**config.mk**
```make
export PLATFORM = sky130hd
export DESIGN_NAME = hazard_ctrl
export DESIGN_NICKNAME = d
export VERILOG_FILES = /design/src/rtl/core_pkg.sv /design/src/rtl/hazard_detect_cmp.sv /design/src/rtl/hazard_ctrl.sv
export SDC_FILE = /design/constraint.sdc
export NUM_CORES = 1
export LEC_CHECK = 0
export CAP_MARGIN = 10
export CORE_MARGIN = 2
export CORE_UTILIZATION = 45
export DETAILED_ROUTE_END_ITERATION = 7
export GPL_TIMING_DRIVEN = 0
export PLACE_DENSITY = 0.93
export SYNTH_ARGS = -nofsm -noshare
export SYNTH_HDL_FRONTEND = slang
export SYNTH_HIERARCHICAL = 1
export SYNTH_SLANG_ARGS = --single-unit
```
**constraint.sdc**
```tcl
create_clock -name clk -period 2.4 [get_ports clk]
set_input_delay 0.36 -clock clk [delete_from_list [all_inputs] [get_ports clk]]
set_output_delay 0.36 -clock clk [all_outputs]
set_load 0.02 [all_outputs]
```
**src/rtl/core_pkg.sv**
```systemverilog
// Shared core definitions: register address width, NOP encoding used by the
// pipeline flush consumers, and the hazard controller state encoding.
package core_pkg;

    // Architectural register address width (x0..x31).
    localparam int REG_AW = 5;

    // Canonical RV32I NOP (addi x0, x0, 0) loaded into a flushed stage register.
    localparam logic [31:0] NOP_INSTR = 32'h0000_0013;

    // Hazard controller states: IDLE watches for load-use dependences,
    // WAIT holds the pipeline for the remaining bubbles of a multi-cycle load.
    typedef enum logic [0:0] {
        HZ_IDLE = 1'b0,
        HZ_WAIT = 1'b1
    } hz_state_e;

endpackage : core_pkg

```
**src/rtl/hazard_detect_cmp.sv**
```systemverilog
// Pure combinational load-use dependence comparator. A dependence exists when
// the EX-stage load writes a non-zero register that a used ID source reads.
// Kept standalone so the forwarding unit can reuse the same comparison.
module hazard_detect_cmp #(
    parameter int AW = 5
) (
    input  logic [AW-1:0] rs1,
    input  logic [AW-1:0] rs2,
    input  logic          rs1_used,
    input  logic          rs2_used,
    input  logic [AW-1:0] rd,
    input  logic          mem_read,
    output logic          hit
);

    logic rd_nonzero_s;
    logic rs1_match_s;
    logic rs2_match_s;

    // x0 is hardwired to zero, so a load targeting it never creates a dependence.
    assign rd_nonzero_s = (rd != {AW{1'b0}});
    assign rs1_match_s  = rs1_used && (rd == rs1);
    assign rs2_match_s  = rs2_used && (rd == rs2);

    assign hit = mem_read && rd_nonzero_s && (rs1_match_s || rs2_match_s);

endmodule : hazard_detect_cmp

```
**src/rtl/hazard_ctrl.sv**
```systemverilog
// Pipeline hazard controller: detects load-use dependences, holds the front of
// the pipeline for LOAD_LAT bubbles per hazard, merges EX-stage redirect
// flushes, and counts inserted bubbles with a saturating counter.
module hazard_ctrl #(
    parameter int REG_AW   = 5,
    parameter int LOAD_LAT = 1,
    parameter int CNT_W    = 16
) (
    input  logic              clk,
    input  logic              rstn,
    input  logic [REG_AW-1:0] if_id_rs1,
    input  logic [REG_AW-1:0] if_id_rs2,
    input  logic              if_id_rs1_used,
    input  logic              if_id_rs2_used,
    input  logic [REG_AW-1:0] id_ex_rd,
    input  logic              id_ex_mem_read,
    input  logic              ex_redirect,
    output logic              stall_pc,
    output logic              stall_if_id,
    output logic              flush_if_id,
    output logic              flush_id_ex,
    output logic              busy,
    output logic [CNT_W-1:0]  bubble_cnt
);

    import core_pkg::*;

    // Down-counter wide enough to hold LOAD_LAT-1 (and 0 when LOAD_LAT is 1).
    localparam int               REM_W    = $clog2(LOAD_LAT + 1);
    localparam logic [REM_W-1:0] REM_ZERO = REM_W'(0);
    localparam logic [REM_W-1:0] REM_ONE  = REM_W'(1);
    localparam logic [REM_W-1:0] REM_INIT = REM_W'(LOAD_LAT - 1);
    localparam logic [CNT_W-1:0] CNT_MAX  = {CNT_W{1'b1}};
    localparam logic [CNT_W-1:0] CNT_ONE  = CNT_W'(1);

    hz_state_e        state_q;
    hz_state_e        state_d;
    logic [REM_W-1:0] remaining_q;
    logic [REM_W-1:0] remaining_d;
    logic [CNT_W-1:0] bubble_cnt_q;
    logic [CNT_W-1:0] bubble_cnt_d;

    logic detect_s;
    logic bubble_s;
    logic in_wait_s;

    hazard_detect_cmp #(
        .AW(REG_AW)
    ) u_cmp (
        .rs1      (if_id_rs1),
        .rs2      (if_id_rs2),
        .rs1_used (if_id_rs1_used),
        .rs2_used (if_id_rs2_used),
        .rd       (id_ex_rd),
        .mem_read (id_ex_mem_read),
        .hit      (detect_s)
    );

    assign in_wait_s = (state_q == HZ_WAIT);

    // Next-state, bubble decision and counter update; redirect wins over any stall.
    always_comb begin
        state_d      = state_q;
        remaining_d  = remaining_q;
        bubble_s     = 1'b0;
        bubble_cnt_d = bubble_cnt_q;

        if (ex_redirect) begin
            // The dependent consumer is being squashed: abandon any stall.
            state_d     = HZ_IDLE;
            remaining_d = REM_ZERO;
        end else begin
            case (state_q)
                HZ_IDLE: begin
                    if (detect_s) begin
                        bubble_s = 1'b1;
                        if (LOAD_LAT > 1) begin
                            state_d     = HZ_WAIT;
                            remaining_d = REM_INIT;
                        end else begin
                            state_d     = HZ_IDLE;
                            remaining_d = REM_ZERO;
                        end
                    end else begin
                        state_d     = HZ_IDLE;
                        remaining_d = REM_ZERO;
                    end
                end
                HZ_WAIT: begin
                    // ID/EX already holds a bubble here, so detect cannot re-trigger.
                    bubble_s = 1'b1;
                    if (remaining_q <= REM_ONE) begin
                        state_d     = HZ_IDLE;
                        remaining_d = REM_ZERO;
                    end else begin
                        state_d     = HZ_WAIT;
                        remaining_d = remaining_q - REM_ONE;
                    end
                end
                default: begin
                    state_d     = HZ_IDLE;
                    remaining_d = REM_ZERO;
                end
            endcase
        end

        // Saturate rather than wrap so long runs never under-report stalls.
        if (bubble_s && (bubble_cnt_q != CNT_MAX)) begin
            bubble_cnt_d = bubble_cnt_q + CNT_ONE;
        end else begin
            bubble_cnt_d = bubble_cnt_q;
        end
    end

    // State, bubble down-counter and performance counter registers.
    always_ff @(posedge clk or negedge rstn) begin
        if (!rstn) begin
            state_q      <= HZ_IDLE;
            remaining_q  <= REM_ZERO;
            bubble_cnt_q <= {CNT_W{1'b0}};
        end else begin
            state_q      <= state_d;
            remaining_q  <= remaining_d;
            bubble_cnt_q <= bubble_cnt_d;
        end
    end

    // Control outputs act in the same cycle as the hazard; gated by rstn so a
    // core held in reset never sees a stall or flush request.
    assign stall_pc    = rstn && bubble_s;
    assign stall_if_id = rstn && bubble_s;
    assign flush_if_id = rstn && ex_redirect;
    assign flush_id_ex = rstn && (bubble_s || ex_redirect);
    assign busy        = rstn && in_wait_s;
    assign bubble_cnt  = bubble_cnt_q;

endmodule : hazard_ctrl

```
Word level (Yosys, flattened, before mapping)
Cells that the tools add are included.

operators by class
  bitwise operators = 1
  mux-type cells = 9
  add/sub/neg operators = 2
  order comparisons = 1
  reductions and logical operators = 12
  equality and inequality tests = 3

operator list
  operator               number
  $add 16x1->16 const B  1
  $ne 16x16->1 const B   1
  $eq 5x5->1             2
  $logic_and 1x1->1      9
  $mux 1                 6
  $pmux 1 s2             3
  $reduce_bool 5->1      1
  $logic_or 1x1->1       2
  $le 1x1->1 const B     1
  $not 1->1              1
  $sub 1x1->1 const B    1

storage, ports and cells
  bits of input ports = 21
  word-level logic and storage cells = 31
  output and inout port bits = 21
  register bits = 18

Longest topological paths before layout
Gate-level depths: netlist of the first run.

  word-level depth = 9
  gate-level depth with buffers = 8
  gate-level depth less buffers = 8

Hierarchy
Netlist of the first run, hierarchy kept.

by module, submodules not included
  module             times used  sequential area each (um^2)  cells an instance  area an instance (um^2)
  hazard_ctrl        1           400.4                        84                 852.1
  hazard_detect_cmp  1           0.0                          17                 133.9

Worst setup path before layout of the first run
Ideal clock, no wire load.

  path type = input to register
  from = in id_ex_rd[0]
  to = reg bubble_cnt_q[12] (netlist: bubble_cnt[12])
  required time = 2.273 ns
  setup slack = 0.277 ns
  stages on the path = 8
  buffers on the path = 0
  arrival = 1.995 ns
  library setup time = 0.127 ns
  path through = xor2_1 nor4_2 nand3_1 a21oi_1 nand4b_1 or3_4 nor2_2 mux2_1

between the ends
  word-level cells in the longest chain between the ends = 8
  elaborated cells between the ends (all ways) = 12
  classes of those cells = 2 x eq/ne; 3 x mux; 7 x reduce/logical

RTL lines
  element                                      RTL line                                          text
  start, declared                              hazard_ctrl.sv:15                                 input logic [REG_AW-1:0] id_ex_rd,
  $eq 5x5->1, on equally long branches         hazard_detect_cmp.sv:22, hazard_detect_cmp.sv:23
  $logic_and 1x1->1, on equally long branches  hazard_detect_cmp.sv:22, hazard_detect_cmp.sv:23
  $logic_or 1x1->1                             hazard_detect_cmp.sv:25                           assign hit = mem_read && rd_nonzero_s && (rs1_match_s || rs2_match_s);
  $logic_and 1x1->1 *                          hazard_detect_cmp.sv:25
  via detect_s                                 hazard_ctrl.sv:43                                 logic detect_s;
  $mux 1 *                                     hazard_ctrl.sv:75                                 if (detect_s) begin
  $pmux 1 s2 *                                 hazard_ctrl.sv:73                                 case (state_q)
  $mux 1 *                                     hazard_ctrl.sv:68                                 if (ex_redirect) begin
  $logic_and 1x1->1 *                          hazard_ctrl.sv:108                                if (bubble_s && (bubble_cnt_q != CNT_MAX)) begin
  end signal, assigned                         hazard_ctrl.sv:120                                bubble_cnt_q <= {CNT_W{1'b0}};
  end signal, assigned                         hazard_ctrl.sv:124                                bubble_cnt_q <= bubble_cnt_d;
  end, declared                                hazard_ctrl.sv:40                                 logic [CNT_W-1:0] bubble_cnt_q;

Mark *: on every way through the listed nets, which the timed path passes. The rest lies on a longest branch.
A chain may end at the register's enable or synchronous reset.

Worst setup path in the final report of the first run
  from = in if_id_rs2[1]
  to = out stall_pc

between the ends
  word-level cells in the longest chain between the ends = 8

RTL lines
  element            RTL line                 text
  start, declared    hazard_ctrl.sv:12        input logic [REG_AW-1:0] if_id_rs2,
  $eq 5x5->1         hazard_detect_cmp.sv:23  assign rs2_match_s = rs2_used && (rd == rs2);
  $logic_and 1x1->1  hazard_detect_cmp.sv:23
  $logic_or 1x1->1   hazard_detect_cmp.sv:25
  $logic_and 1x1->1  hazard_detect_cmp.sv:25
  via detect_s       hazard_ctrl.sv:43
  $mux 1             hazard_ctrl.sv:75
  $pmux 1 s2         hazard_ctrl.sv:73
  $mux 1             hazard_ctrl.sv:68
  $logic_and 1x1->1  hazard_ctrl.sv:130       assign stall_pc = rstn && bubble_s;
  end, declared      hazard_ctrl.sv:18        output logic stall_pc,

The timed path passes the listed nets, and every way through them passes these cells.

==> impl_metrics.yaml, run 1 <==
logic_synthesis:
  yosys-top-cells-area: "dfrtp_1 41%, xor2_1 12%, xnor2_1 7.1%, nand3_1 4.1%, nand4_1 3.2%"
  synth_nets: 123
  synth_top_area_share_pct: 40.6
  ys_seq_area_share_pct: 40.6
  ys_types: 34
  ys_ff_latch: 16
  synth_area_um2: 986
  yosysWarnings: 6
  syn_avg_cell_area_um2: 9.76
  synth_top_cell_by_area: "dfrtp_1"
  postSynthCellCount: 101
clock_tree:
  numCtsBuffers: 3
  htreeDepth: 1
  hold_buffers: 0
  clock_latency_ns: 0.30
  cts_tree: "yes"
  clock-sinks: 16
  cts_buffer_depth: 2
  path_clk_slew_ns: 0.10
  cts-root-buf: "clkbuf_4"
placement:
  numPortBuffers: 40
  gp_congestion: 0.806
  place_hpwl_um: 1950
  place_area_mm2: 0.00142
  dpl.cell_count: 168
routing:
  wl_um: 2760
  drcViolationCount: 0
  dr_wl_met2_um: 1470
  wl_met1_um: 1170
  first_iter_violations: 21
  viasPerCell: 5.41
  wl_per_cell_um: 15.6
  highest_layer: "met4"
  met3_wirelength_um: 79
  firstDrtPassIters: 4
  num_vias: 957
  antenna_left: 0
global_routing:
  grt_max_degree: 20
  grt_pass1_vias: 1018
  grt_use_total_pct: 23.7
  antenna_found_initial: 0
  overflow: 0
  grt_pass1_wl_um: 4580
floorplanning:
  io_pins: 42
  dieHeight_um: 50.8
  start_util_pct: 48.8
  row_count: 16
  die_area_mm2: 0.00258
  die_w_um: 50.8
  core_area_mm2: 0.00202
worst_setup_path:
  cp_slowest_stage_delay_ns: 0.32
  worstPathRequired_ns: 2.04
  crit_path_frequent_cell: "buf_4"
  endpoint_kind: "output port"
  critPathMaxFanout: 2
  slowest_stage: "nor4_1"
  arrival_ns: 1.92
  start_kind: "input port"
  crit_buf_inv: 3
  crit_type: "input port to output port"
  crit_chain: "dlygate4sd2_1 -> xor2_1 -> nor4_1 -> nand3_1 -> a21oi_2 -> nor2b_4 -> and2_4 -> buf_4 -> buf_4"
  cpLargestDelayFamily: "simple AND/OR/NAND/NOR gates"
power_and_ir_drop:
  cellPowerDensity_mw_per_mm2: 400
  p_leak_nw: 0.691
  power_w: 0.000609
  irDropWorstVdd_mv: 0.340
sta:
  whs_ns: -0.0176
  slew_violations: 0
  fin_tns_setup_ns: 0
  clock_skew_ns: 0.00730
  min_period_ns: 2.28
  fmax_mhz: 439
  grt_setup_unrepaired: "no"
  finalSetupViolCount: 0
  period_share_pct: 95.0
  hold_viol_final: 16
layout:
  nNetsFinal: 173
  largest_reg_flops: 16
  drive_gt1_share_pct: 21.3
  fillers: 136
  ff_latch_area_um2: 400
  area_delta_synth_final_pct: 54.4
  final_area_mm2: 0.00152
  diodes: 0
  instances_no_fill: 177
  multi_input_area_um2: 611
worst_hold_path:
  holdCritPathClass: "input port to async pin"
outcome:
  violations: "negative hold slack"
  outcome: "complete, but fails checks"
job:
  maxCapViolations: 0
## cells in the final DEF (no fill, tap or decap), types with 2 or more instances in the layout
cell type | netlist | layout
nand3_1 | 8 | 8
dlygate4sd2_1 | 0 | 3
buf_2 | 0 | 2
dfrtp_1 | 16 | 16
nor2_1 | 6 | 6
mux2_4 | 1 | 2
clkdlybuf4s50_1 | 0 | 23
xor2_1 | 13 | 12
clkbuf_2 | 0 | 4
a21oi_1 | 3 | 2
nand4_1 | 5 | 5
nand2_1 | 7 | 7
xnor2_1 | 8 | 8
o21ai_0 | 2 | 2
nor3_1 | 4 | 4
dlymetal6s2s_1 | 0 | 7
and4_1 | 2 | 2
buf_4 | 2 | 7
and4_4 | 2 | 2
clkbuf_4 | 0 | 3
## metal layers
metal,up-vias,global-route usage (%)
met1,478,26.4
li1,454,-
met4,0,9.91
met2,20,41.9
met3,5,7.31
met5,-,0
## cell families (layout without fill, tap and decap cells)
logic type / Yosys count / count (layout) / share of synthesized area [%]
flops: 16 / 16 / 40.6
mux: 2 / 2 / 2.66
fa+ha+maj: 1 / 1 / 1.27
other cells: 1 / 1 / 0.380
simple gates: 49 / 49 / 29.8
buf+inv: 3 / 52 / 1.90
xor+xnor: 21 / 21 / 18.7
compound gates: 8 / 8 / 4.69
## power by group
group | leakage, nW | internal [W] | total, W | switching, W
combinational | 0.448 | 0.0000689 | 0.000128 | 0.0000594
sequential | 0.222 | 0.000281 | 0.000297 | 0.0000156
clock | 0.0210 | 0.0000927 | 0.000183 | 0.0000906
## final cells by class
cell class | count | share of cell area (%)
Sequential cell | 16 | 26.3
Tap cell | 27 | 2.22
Inverter | 1 | 0.247
Buffer | 2 | 0.986
Timing Repair Buffer | 45 | 27.8
Multi-Input combinational cell | 82 | 40.1
Clock buffer | 4 | 2.38
## stage by stage
step,hold WS (ns),util [%],worst slack (ns)
after global routing,0.00967,75.3,0.0257
after floorplan,0.0644,-,0.277
after detailed placement,0.522,70.2,-0.752
after CTS,0.266,73.9,-0.0336
after global placement,0.503,70.2,-0.751
final,-0.0176,75.3,0.121
## cells in the mapped netlist
| library cell | number |
|---|---|
| ha_1 | 1 |
| nor3_1 | 4 |
| nand2b_1 | 1 |
| nor2_2 | 2 |
| and4_1 | 2 |
| nor2_1 | 6 |
| conb_1 | 1 |
| or3_4 | 1 |
| or2_1 | 1 |
| buf_4 | 2 |
| nand2_1 | 7 |
| and3_1 | 1 |
| dfrtp_1 | 16 |
| mux2_4 | 1 |
| a41oi_1 | 1 |
| inv_1 | 1 |
| and2_1 | 2 |
| nand3_1 | 8 |
| nand3b_1 | 1 |
| and4_4 | 2 |
| xnor2_1 | 8 |
| mux2_1 | 1 |
| or4_1 | 1 |
| xor2_1 | 13 |
| o21ai_0 | 2 |
| nor4_1 | 1 |
| o21a_1 | 1 |
| a21oi_1 | 3 |
| nor2b_1 | 1 |
| nand4b_1 | 1 |
| nor3_2 | 1 |
| nor4_2 | 1 |
| nand4_1 | 5 |
| o21ai_1 | 1 |
## worst paths after layout
| kind | start | to | slack (ns) | depth (start not counted) |
|---|---|---|---|---|
| setup / recovery | if_id_rs2[1] | stall_pc | 0.12 | 9 |
| hold / removal | rstn | bubble_cnt[5] | -0.02 | 1 |
| hold reg to reg | bubble_cnt[0] | bubble_cnt[0] | 0.53 | 1 |
| min in group clk | bubble_cnt[0] | bubble_cnt[0] | 0.53 | 1 |
| setup reg to reg | bubble_cnt[0] | bubble_cnt[1] | 0.72 | 5 |
| max in group asynchronous | rstn | bubble_cnt[1] | 2.10 | 1 |
## what timing repair did
action / CTS / global route
resized for setup: 25 / 19
endpoints found under the hold margin: 0 / 0
setup endpoints to repair: 10 / 14
buffers inserted: 4 / 1
pin swaps: 5 / 8
No activity file was read; power rests on OpenSTA's default activity.
==> run 2: changes to the inputs <==
- CORE_MARGIN: 2 -> 5
==> run 2 against run 1 <==
Cell area grew 1.7%. Largest cell class unchanged. Routed wire length grew 0.91%. Via count shrank 0.21%. The run ends with negative hold slack, negative setup slack left. Total power shrank 5.4%. Die area grew 25%. Non-clock buffer count grew 1. Critical path depth is the same.
==> impl_metrics.yaml, run 2 (synthesized netlist as in run 1, its figures left out) <==
routing:
  first_iter_violations: 31
  drcViolationCount: 0
  wl_um: 2790
  antenna_left: 0
  firstDrtPassIters: 4
  wl_per_cell_um: 15.7
  num_vias: 955
  viasPerCell: 5.37
sta:
  period_share_pct: 102
  fmax_mhz: 410
  min_period_ns: 2.44
  whs_ns: -0.0193
  clock_skew_ns: 0.00453
  hold_viol_final: 16
  slew_violations: 0
  finalSetupViolCount: 4
  worst_slack_ns: -0.0387
layout:
  final_common_cell: "clkdlybuf4s50_1"
  nNetsFinal: 174
  ff_latch_area_um2: 400
  largest_reg_flops: 16
  drive_gt1_share_pct: 22.7
  area_delta_synth_final_pct: 57.1
  diodes: 0
  multi_input_area_um2: 627
  fillers: 146
  final_cell_mix: "25 x clkdlybuf4s50_1, 16 x dfrtp_1, 12 x xor2_1, 10 x buf_4"
placement:
  pre_cts_ws_ns: -0.754
  numPortBuffers: 40
  gp_congestion: 0.816
  place_hpwl_um: 2030
global_routing:
  grt_pass1_wl_um: 4240
  antenna_found_initial: 0
  grt_max_degree: 20
  overflow: 0
  grt_use_total_pct: 16.5
  grt_pass1_vias: 972
clock_tree:
  cts_tree: "yes"
  clock_latency_ns: 0.30
  cts-root-buf: "clkbuf_4"
  htreeDepth: 1
  cts_buffer_depth: 2
  path_clk_slew_ns: 0.09
  numCtsBuffers: 3
  clock-sinks: 16
power_and_ir_drop:
  power_w: 0.000575
  irDropWorstVdd_mv: 0.396
  cellPowerDensity_mw_per_mm2: 372
  p_leak_nw: 0.685
floorplanning:
  core_area_mm2: 0.00215
  die_area_mm2: 0.00323
  dieHeight_um: 56.8
  start_util_pct: 45.9
  row_count: 17
  die_w_um: 56.8
  io_pins: 42
outcome:
  violations: "negative hold slack, negative setup slack"
  outcome: "complete, but fails checks"
job:
  maxCapViolations: 0
worst_setup_path:
  arrival_ns: 2.08
  critPathMaxFanout: 3
  start_kind: "input port"
  crit_type: "input port to output port"
  worstPathRequired_ns: 2.04
  endpoint_kind: "output port"
worst_hold_path:
  holdCritPathClass: "input port to async pin"
[run 2: worst paths after layout]
kind                       slack (ns)              to           start  cells past startpoint
hold / removal                  -0.02  bubble_cnt[12]            rstn                      1
setup / recovery                -0.04        stall_pc     id_ex_rd[1]                      9
min in group clk                 0.52  bubble_cnt[15]  bubble_cnt[15]                      1
max in group asynchronous        2.11  bubble_cnt[14]            rstn                      1
hold reg to reg                  0.52  bubble_cnt[15]  bubble_cnt[15]                      1
setup reg to reg                 0.69  bubble_cnt[12]   bubble_cnt[0]                      5
[run 2: metal layers]
layer	wire length, µm	GRT usage [%]
met1	1200	19.7
met2	1410	28.5
met3	101	4.37
met4	67	5.63
met5	0	0
[run 2: metrics by stage]
step	hold slack, ns	instance area (µm²)	utilization (%)	setup TNS, ns	instances
global placement	0.502	1420	66.2	-5.13	169
global route	0.0232	1550	72.1	-0.551	178
CTS	0.273	1490	69.5	0	177
floorplan	0.0644	986	-	0	101
finish	-0.0193	1550	72.1	-0.0858	178
detailed placement	0.507	1420	66.2	-6.12	169
[run 2: timing repair]
action	CTS	global route
hold buffers	0	0
pin swaps	6	7
buffers inserted	5	1
hold endpoints to repair	0	0
resized for setup	27	16
setup endpoints to repair	8	15
[run 2: layout make-up]
type | count | share of cell area [%]
multi-input cells | 82 | 40.5
repair buffers | 46 | 28.8
flip-flops and latches | 16 | 25.8
well taps | 28 | 2.26
clock buffers | 3 | 1.45
plain buffers | 2 | 0.969
inverters | 1 | 0.242
[run 2: worst max-delay path, cell delays in order]
cell and delay [ns]:
dlygate4sd2_1 0.29, xor2_2 0.20, nor4_2 0.32, nand3_1 0.17
a21oi_2 0.20, nor2b_4 0.17, and2_4 0.15, buf_4 0.10
buf_6 0.10
[run 2: where the power goes]
| part | switching [W] | internal [W] |
|---|---|---|
| combinational | 0.0000609 | 0.0000720 |
| clock | 0.0000860 | 0.0000586 |
| sequential | 0.0000166 | 0.000281 |
| total | 0.000163 | 0.000412 |
==> RTL change 1 (config.mk and constraints of run 1) <==
Set the parameter `CNT_W` to 12 (it was 16).
--- a/src/rtl/hazard_ctrl.sv
+++ b/src/rtl/hazard_ctrl.sv
@@ -4,7 +4,7 @@
 module hazard_ctrl #(
     parameter int REG_AW   = 5,
     parameter int LOAD_LAT = 1,
-    parameter int CNT_W    = 16
+    parameter int CNT_W    = 12
 ) (
     input  logic              clk,
     input  logic              rstn,
Interface: changed (resized bubble_cnt); port bits go from 42 to 38. No check against the original RTL was run, so the function may have changed too.
==> RTL change 1 against run 1 <==
Sequential cell count decreased by 4. Routed wire length fell by 24%. Critical path depth is 1 lower. Count of clock-buffer cells in the layout unchanged. Register-to-register slack got worse by 0.06 ns. Design area is 17% lower. Setup slack worse by 0.065 ns. Area after synthesis down 18%. Final cell count fell by 16%. Non-clock buffer count down 3. Combinational power decreased by 5%. Total power shrank 16%. Global-route usage shrank 2.1 points. Critical path type unchanged.
==> RTL change 1: results (changes against run 1) <==
Outcome
  – Status: completed (was finished with violations)

Synthesis
  – Sequential-to-total area share from yosys stat: 37.2% (was 40.6%)
  – Commonest cells post-synth: dfrtp_1 (12), xor2_1 (8), a21oi_1 (5), nand4_1 (5), xnor2_1 (5) (was dfrtp_1 (16), xor2_1 (13), nand3_1 (8), xnor2_1 (8), nand2_1 (7))
  – Cell variety after synth: 35 (was 34)
  – Mapped Cells: 81 (was 101)
  – Area contributors post-synth: dfrtp_1 (37%), xor2_1 (8.7%), xnor2_1 (5.4%) (was dfrtp_1 (41%), xor2_1 (12%), xnor2_1 (7.1%))
  – Syn nets: 103 (was 123)

Finish
  – Storage cell area: 300 um2 (was 400 um2)
  – ClkCell Share: 2.86% (was 2.38%)
  – Signal buffers: 44 (was 47)
  – Largest register FFs: 12 (was 16)
  – Share of cells above drive strength 1: 22.6% (was 21.3%)
  – Filler cells: 118 (was 136)
  – Non-clk buf share: 31.9% (was 28.8%)
  – Comb_multi_in: 63 (was 82)

Global routing
  – Total GRT Usage: 21.6% (was 23.7%)
  – Antenna violations before repair: 0 (unchanged)
  – Largest net degree at the start of global routing: 16 (was 20)

Detailed routing
  – WL/cell: 14.2 um (was 15.6 um)
  – Drt via density: 5.22 (was 5.41)
  – DR iter-0 viols: 14 (was 21)

Clock tree
  – Clock-pin transition on the worst setup and hold timing paths: 0.08 ns (was 0.10 ns)
  – Clk sink count: 12 (was 16)
  – Clock Latency Late Sink: 0.28 ns (was 0.30 ns)

Placement
  – Count of input and output buffers: 36 (was 40)
  – GP Congestion: 0.775 (was 0.806)
  – DP HPWL: 1580 um (was 1950 um)
  – Placed insts: 142 (was 168)

Critical path
  – Worst setup path start: id_ex_rd[4] (was if_id_rs2[1])
  – Critical path's slowest cell: or4_1 (was nor4_1)
  – Crit path largest cell delay: 0.53 ns (was 0.32 ns)
  – Critical path peak fanout: 3 (was 2)
  – Data arrival time of the worst path: 1.98 ns (was 1.92 ns)

Power
  – LEAKAGE: 0.614 nW (was 0.691 nW)

Timing
  – Worst Clk Skew: 0.00804 ns (was 0.00730 ns)
-- RTL change 1: path summary, 6_finish.rpt --
check                      depth (start not counted)  slack, ns                         end
max in group asynchronous                          1       1.80   bubble_cnt[1]$_DFFE_PN0P_
max reg2reg                                        5       0.66  bubble_cnt[10]$_DFFE_PN0P_
max                                                8       0.06                    stall_pc
min reg2reg                                        1       0.53  bubble_cnt[11]$_DFFE_PN0P_
min in group clk                                   1       0.53  bubble_cnt[11]$_DFFE_PN0P_
min                                                1       0.19  bubble_cnt[11]$_DFFE_PN0P_
-- RTL change 1: layer usage --
layer	part of all wire (%)	global-route usage [%]	wire, um
met1	44	28.6	935
met2	51	36.1	1070
met3	3.6	5.10	77
met4	1.4	3.43	30
met5	0	0	0
-- RTL change 1: through the flow --
stage	power (mW)	TNS, ns	utilization [%]	worst slack, ns	area (um2)
after floorplan	0.281	0	-	0.360	807
after global placement	0.353	-3.45	70.2	-0.740	1200
after detailed placement	0.357	-3.93	70.2	-0.781	1200
after CTS	0.514	0	73.8	0.0185	1260
after global routing	0.542	0	74.4	0.00597	1270
final	0.512	0	74.4	0.0554	1270
-- RTL change 1: timing repair --
action / 4_1_cts / 5_1_grt
buffers inserted: 3 / 0
cloned: 0 / 0
endpoints found under the setup margin: 5 / 8
pin swaps: 4 / 5
gates resized for setup: 25 / 12
-- RTL change 1: logic make-up after synthesis --
group	count (synthesis)	share of synthesized area [%]
other cells	1	0.465
xor+xnor	13	14.1
compound gates	16	13.0
fa+ha+maj	1	1.55
flops	12	37.2
simple gates	29	25.1
buf+inv	6	4.49
mux	3	4.03
-- RTL change 1: report_power, final --
group          internal [mW]  total, mW  switching, mW
Combinational         0.0664      0.121         0.0550
Clock                 0.0924      0.161         0.0687
Sequential             0.213      0.229         0.0157
Total                  0.372      0.512          0.139
==> RTL change 2 (config.mk and constraints of run 1) <==
Made on the original files. Put one more register stage on the output `bubble_cnt`, without a reset. The value now appears one clock later. The other outputs are not delayed to match.
--- a/src/rtl/hazard_ctrl.sv
+++ b/src/rtl/hazard_ctrl.sv
@@ -132,7 +132,9 @@
     assign flush_if_id = rstn && ex_redirect;
     assign flush_id_ex = rstn && (bubble_s || ex_redirect);
     assign busy        = rstn && in_wait_s;
-    assign bubble_cnt  = bubble_cnt_q;
+    always_ff @(posedge clk) begin
+        bubble_cnt <= bubble_cnt_q;
+    end
 
 endmodule : hazard_ctrl
 
Function: changed (Yosys sat finds a counterexample within 4 cycles, from zero or initial values and one cycle with rstn low).
==> RTL change 2 against run 1 <==
Count of clock-buffer cells in the layout rose by 4. Critical path depth rose by 1. Clock skew fell by 0.00071 ns. Core utilization fell by 6.5 points. Total power rose by 74%. Design area rose by 27%. Die area rose by 33%. The run ends with design-rule violations left. Setup slack got worse by 0.12 ns. Sequential cell count rose by 16. Routed wire length rose by 11%. Combinational power rose by 8%. Area after synthesis rose by 36%. Non-clock buffer count rose by 5. Sequential share of layout area rose by 11 points.
==> RTL change 2: results (changes against run 1) <==
Critical path
  – Reg-to-reg slack, setup: 0.26 ns (was 0.72 ns)
  – R2R depth: 6 (was 5)
  – Worst R2R Start: bubble_cnt_q[0]$_DFFE_PN0P_ (was bubble_cnt[0]$_DFFE_PN0P_)
  – Crit path largest cell delay: 0.48 ns (was 0.32 ns)

Outcome
  – Status: finished with violations (unchanged)
  – Failing checks: design-rule violations (was negative hold slack)

Clock tree
  – CTS Buf Count: 5 (was 3)
  – CTS H-tree depth: 2 (was 1)

Timing
  – Worst Clk Skew: 0.00659 ns (was 0.00730 ns)

Finish
  – Multi-input gate share of total cell area: 33.2% (was 40.1%)
  – Clock buffer count: 8 (was 4)
  – Nets: 196 (was 173)
  – Seq/total area: 37.4% (was 26.3%)
  – Filler cells: 222 (was 136)

Placement
  – Pre-CTS WS: -0.823 ns (was -0.752 ns)

Detailed routing
  – Residual DRC: 1 (was 0)
  – First drt pass iteration count: 6 (was 4)
  – Met3 routed WL: 256 um (was 79 um)

Min path
  – Hold/Removal Path Class: reg -> reg (was in -> async)

Synthesis
  – Register bit total from synthesis: 32 (was 16)
  – Commonest cells post-synth: xor2_1 (20), dfrtp_1 (16), dfxtp_1 (16) (was dfrtp_1 (16), xor2_1 (13), nand3_1 (8), xnor2_1 (8), nand2_1 (7))
  – Mapped Cells: 120 (was 101)
  – Area contributors post-synth: dfrtp_1 (30%), dfxtp_1 (24%), xor2_1 (13%) (was dfrtp_1 (41%), xor2_1 (12%), xnor2_1 (7.1%))
  – Cell variety after synth: 36 (was 34)

Floorplanning
  – Area of the core: 2810 um2 (was 2020 um2)
## RTL change 2: cell types whose count changed after synthesis, sizes merged, moves of 4 or more
| cell | run 1 | this run |
|---|---|---|
| dfxtp | 0 | 16 |
| a211oi | 0 | 7 |
| xor2 | 13 | 20 |
| xnor2 | 8 | 2 |
| nor2 | 8 | 4 |
## RTL change 2: power groups by stage
| stage | Clock [mW] | Sequential, mW | Combinational (mW) |
|---|---|---|---|
| 2_1_floorplan | 0 | 0.607 | 0.0387 |
| 3_3_place_gp | 0 | 0.593 | 0.132 |
| 3_5_place_dp | 0 | 0.595 | 0.138 |
| 4_1_cts | 0.345 | 0.584 | 0.133 |
| 5_1_grt | 0.371 | 0.587 | 0.148 |
| 6_report | 0.340 | 0.584 | 0.138 |
## RTL change 2: logic make-up after synthesis
logic type | share of synthesized area (%)
muxes | 2.79
DFF | 53.6
buffers and inverters | 2.88
xor gates and xnor gates | 14.3
and+or+nand+nor | 17.0
other | 0.279
AOI/OAI and AO/OA | 8.19
adders and majority gates | 0.930
